<file path="src/rtl/mux_capture_pkg.sv">
// rtl/mux_capture_pkg.sv - shared types and constants for the mux capture FIFO
package mux_capture_pkg;

    typedef enum logic [1:0] {
        ST_EMPTY  = 2'd0,
        ST_ACTIVE = 2'd1,
        ST_FULL   = 2'd2
    } state_t;

    localparam int                  DROP_CNT_W   = 16;
    localparam logic [DROP_CNT_W-1:0] DROP_CNT_MAX = 16'hFFFF;

endpackage

</file>
<file path="src/rtl/mux_capture_mem.sv">
// rtl/mux_capture_mem.sv - DEPTH x DATA_W storage, sync write, async read, no reset
module mux_capture_mem #(
    parameter int DATA_W = 8,
    parameter int DEPTH  = 16,
    parameter int AW     = $clog2(DEPTH)
) (
    input  logic              clk,
    input  logic              we,
    input  logic [AW-1:0]     waddr,
    input  logic [DATA_W-1:0] wdata,
    input  logic [AW-1:0]     raddr,
    output logic [DATA_W-1:0] rdata
);

    logic [DATA_W-1:0] mem_q [DEPTH];

    always_ff @(posedge clk) begin
        if (we) begin
            mem_q[waddr] <= wdata;
        end
    end

    assign rdata = mem_q[raddr];

endmodule

</file>
<file path="src/rtl/mux_capture_fifo.sv">
// rtl/mux_capture_fifo.sv - FWFT capture FIFO behind a 2:1 mux; MUX_CAPTURE_FIFO_STATS_EN adds drop_cnt
module mux_capture_fifo
    import mux_capture_pkg::*;
#(
    parameter  int DATA_W = 8,
    parameter  int DEPTH  = 16,
    localparam int AW     = $clog2(DEPTH)
) (
    input  logic              clk,
    input  logic              rstn,
    input  logic              in_valid,
    input  logic [DATA_W-1:0] in_data,
    output logic              in_ready,
    output logic              out_valid,
    output logic [DATA_W-1:0] out_data,
    input  logic              out_ready,
    output logic [AW:0]       count,
    output logic              full,
`ifdef MUX_CAPTURE_FIFO_STATS_EN
    output logic              empty,
    output logic [DROP_CNT_W-1:0] drop_cnt
`else
    output logic              empty
`endif
);

    localparam logic [AW:0] CNT_ONE  = (AW+1)'(1);
    localparam logic [AW:0] CNT_LAST = (AW+1)'(DEPTH - 1);

    logic [AW-1:0]     wr_ptr_q, wr_ptr_d;
    logic [AW-1:0]     rd_ptr_q, rd_ptr_d;
    logic [AW:0]       count_q, count_d;
    state_t            state_q, state_d;
    logic              wr_en, rd_en;
    logic [DATA_W-1:0] mem_rdata;

    // All outputs decode from registered state; nothing passes combinationally from inputs.
    assign full      = (state_q == ST_FULL);
    assign empty     = (state_q == ST_EMPTY);
    assign in_ready  = !full;
    assign out_valid = !empty;
    assign out_data  = empty ? '0 : mem_rdata;
    assign count     = count_q;

    assign wr_en = in_valid && in_ready;
    assign rd_en = out_ready && out_valid;

    always_comb begin
        wr_ptr_d = wr_ptr_q;
        rd_ptr_d = rd_ptr_q;
        count_d  = count_q;
        state_d  = state_q;

        if (wr_en) wr_ptr_d = wr_ptr_q + 1'b1;
        if (rd_en) rd_ptr_d = rd_ptr_q + 1'b1;

        case ({wr_en, rd_en})
            2'b10:   count_d = count_q + 1'b1;
            2'b01:   count_d = count_q - 1'b1;
            default: count_d = count_q;
        endcase

        case (state_q)
            ST_EMPTY: begin
                if (wr_en) state_d = ST_ACTIVE;
            end
            ST_ACTIVE: begin
                if (rd_en && !wr_en && count_q == CNT_ONE) begin
                    state_d = ST_EMPTY;
                end else if (wr_en && !rd_en && count_q == CNT_LAST) begin
                    state_d = ST_FULL;
                end
            end
            ST_FULL: begin
                if (rd_en) state_d = ST_ACTIVE;
            end
            default: state_d = ST_EMPTY;
        endcase
    end

    always_ff @(posedge clk or negedge rstn) begin
        if (!rstn) begin
            wr_ptr_q <= '0;
            rd_ptr_q <= '0;
            count_q  <= '0;
            state_q  <= ST_EMPTY;
        end else begin
            wr_ptr_q <= wr_ptr_d;
            rd_ptr_q <= rd_ptr_d;
            count_q  <= count_d;
            state_q  <= state_d;
        end
    end

`ifdef MUX_CAPTURE_FIFO_STATS_EN
    logic [DROP_CNT_W-1:0] drop_q, drop_d;

    always_comb begin
        drop_d = drop_q;
        if (in_valid && !in_ready && drop_q != DROP_CNT_MAX) begin
            drop_d = drop_q + 1'b1;
        end
    end

    always_ff @(posedge clk or negedge rstn) begin
        if (!rstn) begin
            drop_q <= '0;
        end else begin
            drop_q <= drop_d;
        end
    end

    assign drop_cnt = drop_q;
`endif

    mux_capture_mem #(
        .DATA_W (DATA_W),
        .DEPTH  (DEPTH),
        .AW     (AW)
    ) u_mem (
        .clk   (clk),
        .we    (wr_en),
        .waddr (wr_ptr_q),
        .wdata (in_data),
        .raddr (rd_ptr_q),
        .rdata (mem_rdata)
    );

endmodule

</file>
<file path="config.mk">
export PLATFORM = sky130hd
export DESIGN_NAME = mux_capture_fifo
export DESIGN_NICKNAME = d
export VERILOG_FILES = /design/src/rtl/mux_capture_pkg.sv /design/src/rtl/mux_capture_mem.sv /design/src/rtl/mux_capture_fifo.sv
export SDC_FILE = /design/constraint.sdc
export NUM_CORES = 1
export LEC_CHECK = 0
export ABC_AREA = 1
export BUFFER_PORTS_ARGS = -buffer_cell sky130_fd_sc_hd__buf_4
export CORE_ASPECT_RATIO = 1.25
export CORE_MARGIN = 10
export CORE_UTILIZATION = 45
export DETAILED_ROUTE_END_ITERATION = 8
export GPL_ROUTABILITY_DRIVEN = 1
export PLACE_DENSITY = 0.7
export REMOVE_ABC_BUFFERS = 1
export SLEW_MARGIN = 40
export SYNTH_ARGS = -nofsm -noshare
export SYNTH_HDL_FRONTEND = slang
export SYNTH_HIERARCHICAL = 1
export SYNTH_SLANG_ARGS = --single-unit
</file>
<file path="constraint.sdc">
create_clock -name clk -period 1.9 [get_ports clk]
set_input_delay 0.19 -clock clk [delete_from_list [all_inputs] [get_ports clk]]
set_output_delay 0.19 -clock clk [all_outputs]
set_load 0.05 [all_outputs]
</file>
==> impl_metrics.yaml <==
run_status:
  status: "complete, but fails checks"
  violations: "setup timing"
finish:
  n_antenna_cell: 0
  drive_above_1_share: 0.224
  nets: 752
  syn_to_final_growth_pct: 23.6
  fin_util: 0.567
synth:
  synth_area_leader_cell: "edfxtp_1"
  synth_area_leaders: "edfxtp_1 (58%), nand2_1 (12%), nand3_1 (8.0%), inv_1 (7.1%), dfrtp_1 (5.7%)"
  yosysMostFrequentCell: "nand2_1"
  netlist-cell-type-count: 24
  synth_cells: 673
  synth_seq_cells: 143
  synth_edf_count: 128
  async_flop_share: 0.105
  synth_area_sq_um: 6580
  ys.flop_type: "edfxtp_1"
  avgSynthCellArea_sq_um: 9.78
  synth.top_cell.area_share: 0.584
  synth_commonest_cells: "nand2_1 (212), edfxtp_1 (128), inv_1 (125)"
  synth-seq-area-share: 0.641
  ys_warn_count: 6
power:
  leakage_nw: 3.68
  max-vdd-ir-drop_v: 0.00172
  p_total_mw: 13.4
  power.density_nw_per_um2: 1650
route:
  routed_wl_mm: 15.5
  wire_per_inst_um: 16.8
  drc_errors: 0
  antenna_left: 0
  viasPerCell: 5.14
  num_vias: 4742
  drtPass1Iterations: 5
  drtIter0Drc: 400
worst_setup_path:
  crit_buf_inv: 3
  reg2regPathDepth: 7
  crit_arrival_ns: 2.00
  reg2reg_from: "state_q[0]"
  cp_cell_sequence: "buf_4 > nand2_1 > nand2_1 > nand2_1 > nand3_1 > nand3_1 > nand2_1 > inv_1 > nor2_2 > buf_6"
  critPathMaxFanout: 12
  crit_top_cell: "nand2_1"
  critPathMaxStageDelay_ns: 0.47
  reg2reg_slack_ns: 0.16
  worstPathRequired_ns: 1.71
  critPathSlowestCell: "dfrtp_2"
  cp-start-kind: "flop"
  path_class: "flop to primary output"
  crit_start: "rd_ptr_q[0]"
  cp_top_family: "simple AND/OR/NAND/NOR gates"
  timing.rr.end: "u_mem/mem_q[13][7]"
  endpoint_kind: "primary output"
timing:
  slew-limit-headroom: 0.539
  period_minus_slack_ns: 2.19
  finalHoldViolations: 0
  max_slew.worst_pin.slew_ns: 0.691
  setup_viol: 8
  rsz0062_at_grt: "true"
  slew_viol_final: 0
  fin_crit_sh: 1.15
  hold_ws_ns: 0.0900
  skew_ns: 0.00866
  max_freq_mhz: 457
  setup_ws_ns: -0.288
die:
  die_height_um: 155
  core_area_sq_um: 14300
  dieWidth_um: 128
  io_pins: 29
  dieArea_sq_um: 19900
  fp-row-count: 49
  start_util: 0.459
cts:
  cts_tree: "built"
  clk_pin_slew_ns: 0.06
  cts_made_buffers: 17
  cts_buffer_depth: 2
  cts_sinks: 143
  cts-root-buf: "clkbuf_16"
  htreeDepth: 4
  clk_latency_ns: 0.42
grt:
  grt_pass1_wl_mm: 24.6
  grt_pass1_vias: 4810
  antenna_found_initial: 0
  grt_max_degree: 36
  gr-total-overflow: 0
  track_usage: 0.159
worst_hold_path:
  worstHoldStart: "in_valid"
  holdPathEnd: "wr_ptr_q[1]"
  hp-class: "input port to flop"
  whs_path_depth: 4
job:
  cap_violations: 0
place:
  dp_hpwl_mm: 9.77
  port_buffers: 28
  gp_congestion: 0.921
==> report_power, final <==
part	switching, mW	leakage (nW)	internal [mW]	total, mW
combinational	3.92	2.06	2.15	6.07
sequential	0.282	1.33	3.85	4.13
clock	1.20	0.281	2.04	3.25
total	5.41	3.68	8.04	13.4
==> worst max path at each step <==
stage | cells past startpoint | end | slack (ns)
after global placement | 10 | out_data[7] | 0.14
after detailed placement | 10 | out_data[5] | 0.12
after CTS | 10 | out_data[5] | -0.26
after global routing | 11 | out_data[6] | -0.35
after floorplan | 8 | out_data[0] | -1.44
final | 10 | out_data[0] | -0.29
==> sequential cells by signal, indices dropped and copies added, names as in the netlist <==
name         count
wr_ptr_q         4
state_q          2
u_mem/mem_q    128
rd_ptr_q         4
count            5
==> cells in the final DEF (no fill, tap or decap), drive strengths merged <==
master       Yosys  final
o22ai            1      1
xnor2            7      7
dlygate4sd3      0      1
o21ai            1      1
bufinv           0      3
nand4            1      1
clkinvlp         0      2
nand3          105    105
a21oi            1      1
inv            131    131
buf             25     63
dfrtp           15     15
xor2             2      2
clkbuf           0     20
nand3b           2      2
nand2          216    216
ha               8      8
clkinv           0      8
edfxtp         128    128
nor2            30     30
==> kinds of logic (layout without fill, tap and decap cells) <==
| logic type | count (synthesis) | after routing | synth area share |
|---|---|---|---|
| AOI/OAI and AO/OA | 3 | 3 | 0.00247 |
| xor gates and xnor gates | 9 | 9 | 0.0131 |
| adders and majority gates | 8 | 8 | 0.0152 |
| buffers and inverters | 156 | 228 | 0.101 |
| DFF | 143 | 143 | 0.641 |
| and+or+nand+nor | 354 | 354 | 0.227 |
==> repair_timing <==
action / CTS / global route
hold buffers: 1 / 0
hold endpoints to repair: 15 / 0
setup endpoints to repair: 8 / 8
gates cloned: 3 / 1
resized for setup: 52 / 27
setup buffers: 2 / 0
pin swaps: 20 / 17
==> through the flow <==
step	cell area [sq um]	TNS, ns	setup slack [ns]	instances
floorplan	6410	-11.85	-1.44	648
global placement	7110	0	0.143	885
detailed placement	7110	0	0.115	885
CTS	8030	-1.97	-0.256	923
global route	8130	-2.67	-0.354	923
finish	8130	-1.92	-0.288	923
==> worst register-to-register path, cell delays in order (launching register included) <==
cell     delay [ns]
dfrtp_1        0.38
inv_1          0.09
nand2_2        0.11
nand2_4        0.08
inv_2          0.13
nand3_1        0.16
nor2_1         0.30
buf_4          0.21
==> cell type report <==
class                           count  area, sq um
Tap cell                          178          223
Inverter                          131          499
Clock buffer                       19          433
Multi-Input combinational cell    374         1950
Clock inverter                     13          146
Timing Repair Buffer               65          656
Sequential cell                   143         4220
Fill cell                        1182         6220
==> per-layer routing <==
layer,vias up,GRT usage,part of all wire
li1,2257,-,-
met1,2260,0.175,0.39
met2,189,0.273,0.52
met3,36,0.0415,0.061
met4,0,0.0859,0.030
met5,-,0,0
No activity file was read; power rests on OpenSTA's default activity.
